### src/rtl/bsg_fifo_packet_gearbox_pkg.sv
// Shared types and constants for the 32-bit word <-> wide packet gearbox.
package bsg_fifo_packet_gearbox_pkg;

  localparam int word_width_gp = 32;

  typedef enum logic {E_TX_COLLECT = 1'b0, E_TX_SEND = 1'b1} tx_state_e;
  typedef enum logic {E_RX_IDLE = 1'b0, E_RX_SEND = 1'b1} rx_state_e;

  // Counter width that stays at least one bit even for a single-entry range.
  function automatic int safe_clog2(input int n);
    return (n > 1) ? $clog2(n) : 1;
  endfunction

endpackage

### src/rtl/bsg_packet_to_words.sv
// RX serializer: latches one wide packet and emits it word 0 first.
// A new packet is taken on the last word's handshake for back-to-back streaming.
module bsg_packet_to_words
  import bsg_fifo_packet_gearbox_pkg::*;
#(
  parameter int packet_width_p = 128
)
(
  input  logic                      clk_i,
  input  logic                      reset_i,
  input  logic                      packet_v_i,
  input  logic [packet_width_p-1:0] packet_i,
  output logic                      packet_ready_o,
  output logic                      word_v_o,
  output logic [word_width_gp-1:0]  word_o,
  input  logic                      word_ready_i
);

  localparam int words_lp     = packet_width_p / word_width_gp;
  localparam int cnt_width_lp = safe_clog2(words_lp);
  localparam logic [cnt_width_lp-1:0] last_cnt_lp = cnt_width_lp'(words_lp - 1);

  rx_state_e                 state_q;
  logic [cnt_width_lp-1:0]   cnt_q;
  logic [packet_width_p-1:0] pkt_q;
  logic                      last_word;

  assign last_word      = (state_q == E_RX_SEND) && (cnt_q == last_cnt_lp);
  assign packet_ready_o = (state_q == E_RX_IDLE) | (last_word & word_ready_i);
  assign word_v_o       = (state_q == E_RX_SEND);

  always_comb begin
    word_o = pkt_q[word_width_gp-1:0];
    for (int k = 1; k < words_lp; k++) begin
      if (cnt_q == cnt_width_lp'(k)) word_o = pkt_q[word_width_gp*k +: word_width_gp];
    end
  end

  always_ff @(posedge clk_i or posedge reset_i) begin
    if (reset_i) begin
      state_q <= E_RX_IDLE;
      cnt_q   <= '0;
      pkt_q   <= '0;
    end else if (packet_v_i && packet_ready_o) begin
      // Covers both the idle accept and the back-to-back accept on the last word.
      pkt_q   <= packet_i;
      cnt_q   <= '0;
      state_q <= E_RX_SEND;
    end else if (word_v_o && word_ready_i) begin
      if (last_word) begin
        cnt_q   <= '0;
        state_q <= E_RX_IDLE;
      end else begin
        cnt_q <= cnt_q + cnt_width_lp'(1);
      end
    end
  end

endmodule

### src/rtl/bsg_fifo_packet_gearbox.sv
// Word/packet gearbox: TX gathers N 32-bit words into one packet, RX splits packets into words.
// Each path is an independent valid/ready pipeline with a single-packet buffer.
module bsg_fifo_packet_gearbox
  import bsg_fifo_packet_gearbox_pkg::*;
#(
  parameter int packet_width_p = 128
)
(
  input  logic                      clk_i,
  input  logic                      reset_i,
  input  logic                      tx_word_v_i,
  input  logic [word_width_gp-1:0]  tx_word_i,
  output logic                      tx_word_ready_o,
  output logic                      tx_packet_v_o,
  output logic [packet_width_p-1:0] tx_packet_o,
  input  logic                      tx_packet_ready_i,
  input  logic                      rx_packet_v_i,
  input  logic [packet_width_p-1:0] rx_packet_i,
  output logic                      rx_packet_ready_o,
  output logic                      rx_word_v_o,
  output logic [word_width_gp-1:0]  rx_word_o,
  input  logic                      rx_word_ready_i
);

  localparam int words_per_packet_lp = packet_width_p / word_width_gp;
  localparam int word_cnt_width_lp   = safe_clog2(words_per_packet_lp);
  localparam logic [word_cnt_width_lp-1:0] tx_last_lp = word_cnt_width_lp'(words_per_packet_lp - 1);

  generate
    if ((packet_width_p % word_width_gp) != 0 || words_per_packet_lp < 2) begin : g_bad_width
      $error("bsg_fifo_packet_gearbox: packet_width_p must be a multiple of 32 and at least 64");
    end
  endgenerate

  tx_state_e                    tx_state_q;
  logic [word_cnt_width_lp-1:0] tx_cnt_q;
  logic [packet_width_p-1:0]    tx_packet_q;
  logic                         tx_word_hs;
  logic                         tx_packet_hs;

  assign tx_packet_v_o   = (tx_state_q == E_TX_SEND);
  assign tx_packet_o     = tx_packet_q;
  // While a packet waits, a word may enter only in the cycle the packet leaves.
  assign tx_word_ready_o = (tx_state_q == E_TX_COLLECT) | tx_packet_ready_i;
  assign tx_word_hs      = tx_word_v_i & tx_word_ready_o;
  assign tx_packet_hs    = tx_packet_v_o & tx_packet_ready_i;

  always_ff @(posedge clk_i or posedge reset_i) begin
    if (reset_i) begin
      tx_state_q  <= E_TX_COLLECT;
      tx_cnt_q    <= '0;
      tx_packet_q <= '0;
    end else if (tx_state_q == E_TX_COLLECT) begin
      if (tx_word_hs) begin
        for (int k = 0; k < words_per_packet_lp; k++) begin
          if (tx_cnt_q == word_cnt_width_lp'(k)) tx_packet_q[word_width_gp*k +: word_width_gp] <= tx_word_i;
        end
        if (tx_cnt_q == tx_last_lp) begin
          tx_cnt_q   <= '0;
          tx_state_q <= E_TX_SEND;
        end else begin
          tx_cnt_q <= tx_cnt_q + word_cnt_width_lp'(1);
        end
      end
    end else if (tx_packet_hs) begin
      tx_state_q <= E_TX_COLLECT;
      if (tx_word_v_i) begin
        tx_packet_q[word_width_gp-1:0] <= tx_word_i;
        tx_cnt_q                       <= word_cnt_width_lp'(1);
      end
    end
  end

  bsg_packet_to_words #(
    .packet_width_p(packet_width_p)
  ) u_rx (
    .clk_i         (clk_i),
    .reset_i       (reset_i),
    .packet_v_i    (rx_packet_v_i),
    .packet_i      (rx_packet_i),
    .packet_ready_o(rx_packet_ready_o),
    .word_v_o      (rx_word_v_o),
    .word_o        (rx_word_o),
    .word_ready_i  (rx_word_ready_i)
  );

endmodule
### config.mk
export PLATFORM = sky130hd
export DESIGN_NAME = bsg_fifo_packet_gearbox
export DESIGN_NICKNAME = d
export VERILOG_FILES = /design/src/rtl/bsg_fifo_packet_gearbox_pkg.sv /design/src/rtl/bsg_packet_to_words.sv /design/src/rtl/bsg_fifo_packet_gearbox.sv
export SDC_FILE = /design/constraint.sdc
export NUM_CORES = 1
export LEC_CHECK = 0
export CAP_MARGIN = 20
export CORE_MARGIN = 4
export CORE_UTILIZATION = 45
export CTS_BUF_LIST = sky130_fd_sc_hd__clkbuf_8
export DETAILED_ROUTE_END_ITERATION = 16
export HOLD_SLACK_MARGIN = 0.12
export PLACE_DENSITY_LB_ADDON = 0.3
export SETUP_SLACK_MARGIN = 0.1
export SLEW_MARGIN = 10
export SYNTH_ARGS = -nofsm -noshare
export SYNTH_HDL_FRONTEND = slang
export SYNTH_HIERARCHICAL = 1
export SYNTH_SLANG_ARGS = --single-unit
### constraint.sdc
create_clock -name clk_i -period 4.55 [get_ports clk_i]
set_clock_uncertainty 0.2 [all_clocks]
set_input_delay 0.6825 -clock clk_i [delete_from_list [all_inputs] [get_ports clk_i]]
set_output_delay 0.6825 -clock clk_i [all_outputs]
set_load 0.01 [all_outputs]
==> flow_summary.json <==
{
  "p_sw_mw": 3.65,
  "worstHoldEndpoint": "u_rx/pkt_q[37]",
  "swShare": 0.310,
  "rsz0062_at_grt": "no",
  "detailedPlace.worstSlack_ns": 1.12,
  "drcViolationCount": 0,
  "final.min_clock_period_ns": 3.96,
  "fin_tns_setup_ns": 0,
  "syn_nets": 897,
  "ios": 330,
  "final_common_cell": "clkdlybuf4s50_1",
  "numClockSinks": 262,
  "leakagePower_nw": 7.22,
  "synth_area_per_cell_sq_um": 16.1,
  "n_antenna_cell": 0,
  "grt_max_degree": 82,
  "antenna_left": 0,
  "fmax_mhz": 252,
  "slew_headroom": 0.385,
  "start_util": 0.459,
  "grtUsageTotal": 0.190,
  "clk_latency_ns": 0.50,
  "hold_class": "flop to flop",
  "syn_inst": 724,
  "drv_slew": 0,
  "clkPwrFrac": 0.166,
  "num_vias": 7092,
  "cts_resized": 0,
  "wl_per_cell_um": 19.4,
  "finalCritPeriodShare": 0.871,
  "setup_violations": 0,
  "comb_power_share": 0.477,
  "worst_pin_slew_ns": 0.919,
  "path_delay_family": "adder cells",
  "crit_fanout": 32,
  "status": "complete, no violations",
  "crit_slowest_cell": "ha_2",
  "drive_gt1_frac": 0.304,
  "core.rowCount": 58,
  "critPathArrivalTime_ns": 3.08,
  "ys_ff_latch": 262,
  "synthesis.area_sq_um": 11600,
  "utilization": 0.626,
  "vdd_ir_drop_max_mv": 0.531,
  "fin_area_sq_um": 15900,
  "first_global_vias": 7712,
  "die-area_sq_um": 28500,
  "r2r_start": "u_rx/cnt_q[0]",
  "antenna_found_initial": 0,
  "hold_viol_final": 0,
  "area_growth_pct": 36.5,
  "cts_root_buf": "clkbuf_8",
  "ys_seq_area_frac": 0.564,
  "post-cts-setup-buffer-count": 0,
  "final_nets": 1242,
  "clk_pin_slew_worst_paths_ns": 0.06,
  "yosysWarnings": 6,
  "cts_tree": "yes",
  "grt_pass1_wl_um": 43200,
  "dpl.hpwl_um": 19500,
  "r2r_slack_ns": 1.78,
  "synth_cell_types": 26,
  "max_stage_delay_ns": 0.78,
  "critPathKind": "flop to output pin",
  "start_kind": "flop",
  "dieHeight_um": 169,
  "stdcell_count": 1426,
  "place_inst": 1353,
  "clock_path_buffers": 3,
  "gp_congestion": 0.784,
  "firstDrtPassIters": 4,
  "layout_common_cells": "clkdlybuf4s50_1 (329), dfrtp_1 (262), mux2_4 (129)",
  "die_x_um": 169,
  "r2r-end": "u_rx/pkt_q[38]",
  "holdPathStages": 1,
  "power.total_mw": 11.8,
  "vias_per_cell": 4.97,
  "cts_buffers": 43,
  "portBuffers": 329,
  "fill_cells": 1947,
  "place_area_sq_um": 15000,
  "postCtsHoldBufs": 0,
  "p_per_area_nw_per_um2": 744,
  "core_area_sq_um": 25300,
  "seqPwrFrac": 0.357,
  "overflow": 0,
  "worst-path-buf-inv": 2,
  "end_kind": "output pin",
  "cts_max_level": 2,
  "drv_cap": 0,
  "min_from": "u_rx/pkt_q[37]",
  "required_ns": 3.67,
  "worstPathCellList": "inv_1, ha_2, mux2_2, mux2i_1, o21ai_1, clkdlybuf4s50_1",
  "ff2ff_path_depth": 5,
  "setup_ws_ns": 0.587,
  "p_int_mw": 8.15,
  "wl_um": 27600,
  "hold_ws_ns": 0.286,
  "drtIter0Drc": 342
}
-- logic make-up after synthesis --
group           after synthesis  synth area share
compound gates               41            0.0197
fa+ha+maj                     7           0.00753
buf+inv                      48            0.0412
flops                       262             0.564
mux                         321             0.349
simple gates                 45            0.0183
-- sequential cells by signal, summed over array words and instances, names as in the netlist --
signal	count
u_rx/cnt_q	2
tx_packet_o	128
tx_cnt_q	2
u_rx/word_v_o	1
tx_packet_v_o	1
u_rx/pkt_q	128
-- final cells by class --
cell class / instances / area, sq um / area share
Sequential cell: 262 / 6560 / 0.413
Multi-Input combinational cell: 414 / 4600 / 0.290
Timing Repair Buffer: 341 / 3430 / 0.216
Clock buffer: 53 / 729 / 0.0460
Tap cell: 330 / 413 / 0.0260
Clock inverter: 19 / 100 / 0.00631
Inverter: 7 / 31.3 / 0.00197
-- power groups by stage --
stage	logic, mW	clock network, mW	registers (mW)
final	5.63	1.96	4.21
after CTS	5.70	2.03	4.21
after detailed placement	5.66	0	4.22
after global placement	5.58	0	4.19
after floorplan	3.02	0	4.34
after global routing	6.01	2.14	4.36
-- worst max path at each step --
stage | start | end | slack (ns) | depth (start not counted)
after global placement | u_rx/cnt_q[1] | rx_word_o[19] | 1.13 | 6
after floorplan | reset_i | tx_cnt_q[0] | 0.17 | 1
final | u_rx/cnt_q[1] | rx_word_o[19] | 0.59 | 6
after global routing | u_rx/cnt_q[1] | rx_word_o[19] | 0.41 | 6
after detailed placement | u_rx/cnt_q[1] | rx_word_o[19] | 1.12 | 6
after CTS | u_rx/cnt_q[1] | rx_word_o[19] | 0.55 | 6
-- cells in the mapped netlist --
cell      instances  area share
dfrtp_1         262        0.56
mux2_4          129        0.17
mux2_2          124        0.12
nand2_1          37       0.012
mux2_1           36       0.035
mux2i_1          32       0.028
o21ai_1          30       0.013
buf_6            15       0.015
buf_12           11       0.019
clkbuf_1          8      0.0026
ha_1              7      0.0075
inv_1             7      0.0023
buf_2             6      0.0026
nand2_4           4      0.0039
a21oi_1           3      0.0013
nand2b_1          2      0.0011
o21ai_0           2     0.00086
a21bo_4           1      0.0014
a22o_1            1     0.00075
a31oi_1           1     0.00054
and2b_4           1     0.00086
buf_1             1     0.00032
nand2_2           1     0.00054
o211ai_1          1     0.00065
o21a_1            1     0.00065
o31ai_1           1     0.00065
-- worst reg2reg max path, stage by stage (launching register included) --
cell     delay [ns]
dfrtp_1        0.43
ha_2           0.41
a21bo_4        0.31
nand2_8        0.43
buf_4          0.49
mux2_1         0.38
-- layer usage --
metal  part of all wire  global-route usage  vias up
met5                  0                   0        -
met4              0.012              0.0388        0
met3              0.096              0.0668       30
met2               0.45               0.301      294
met1               0.44               0.255     3515
li1                   -                   -     3253
No activity file was read; power rests on OpenSTA's default activity.
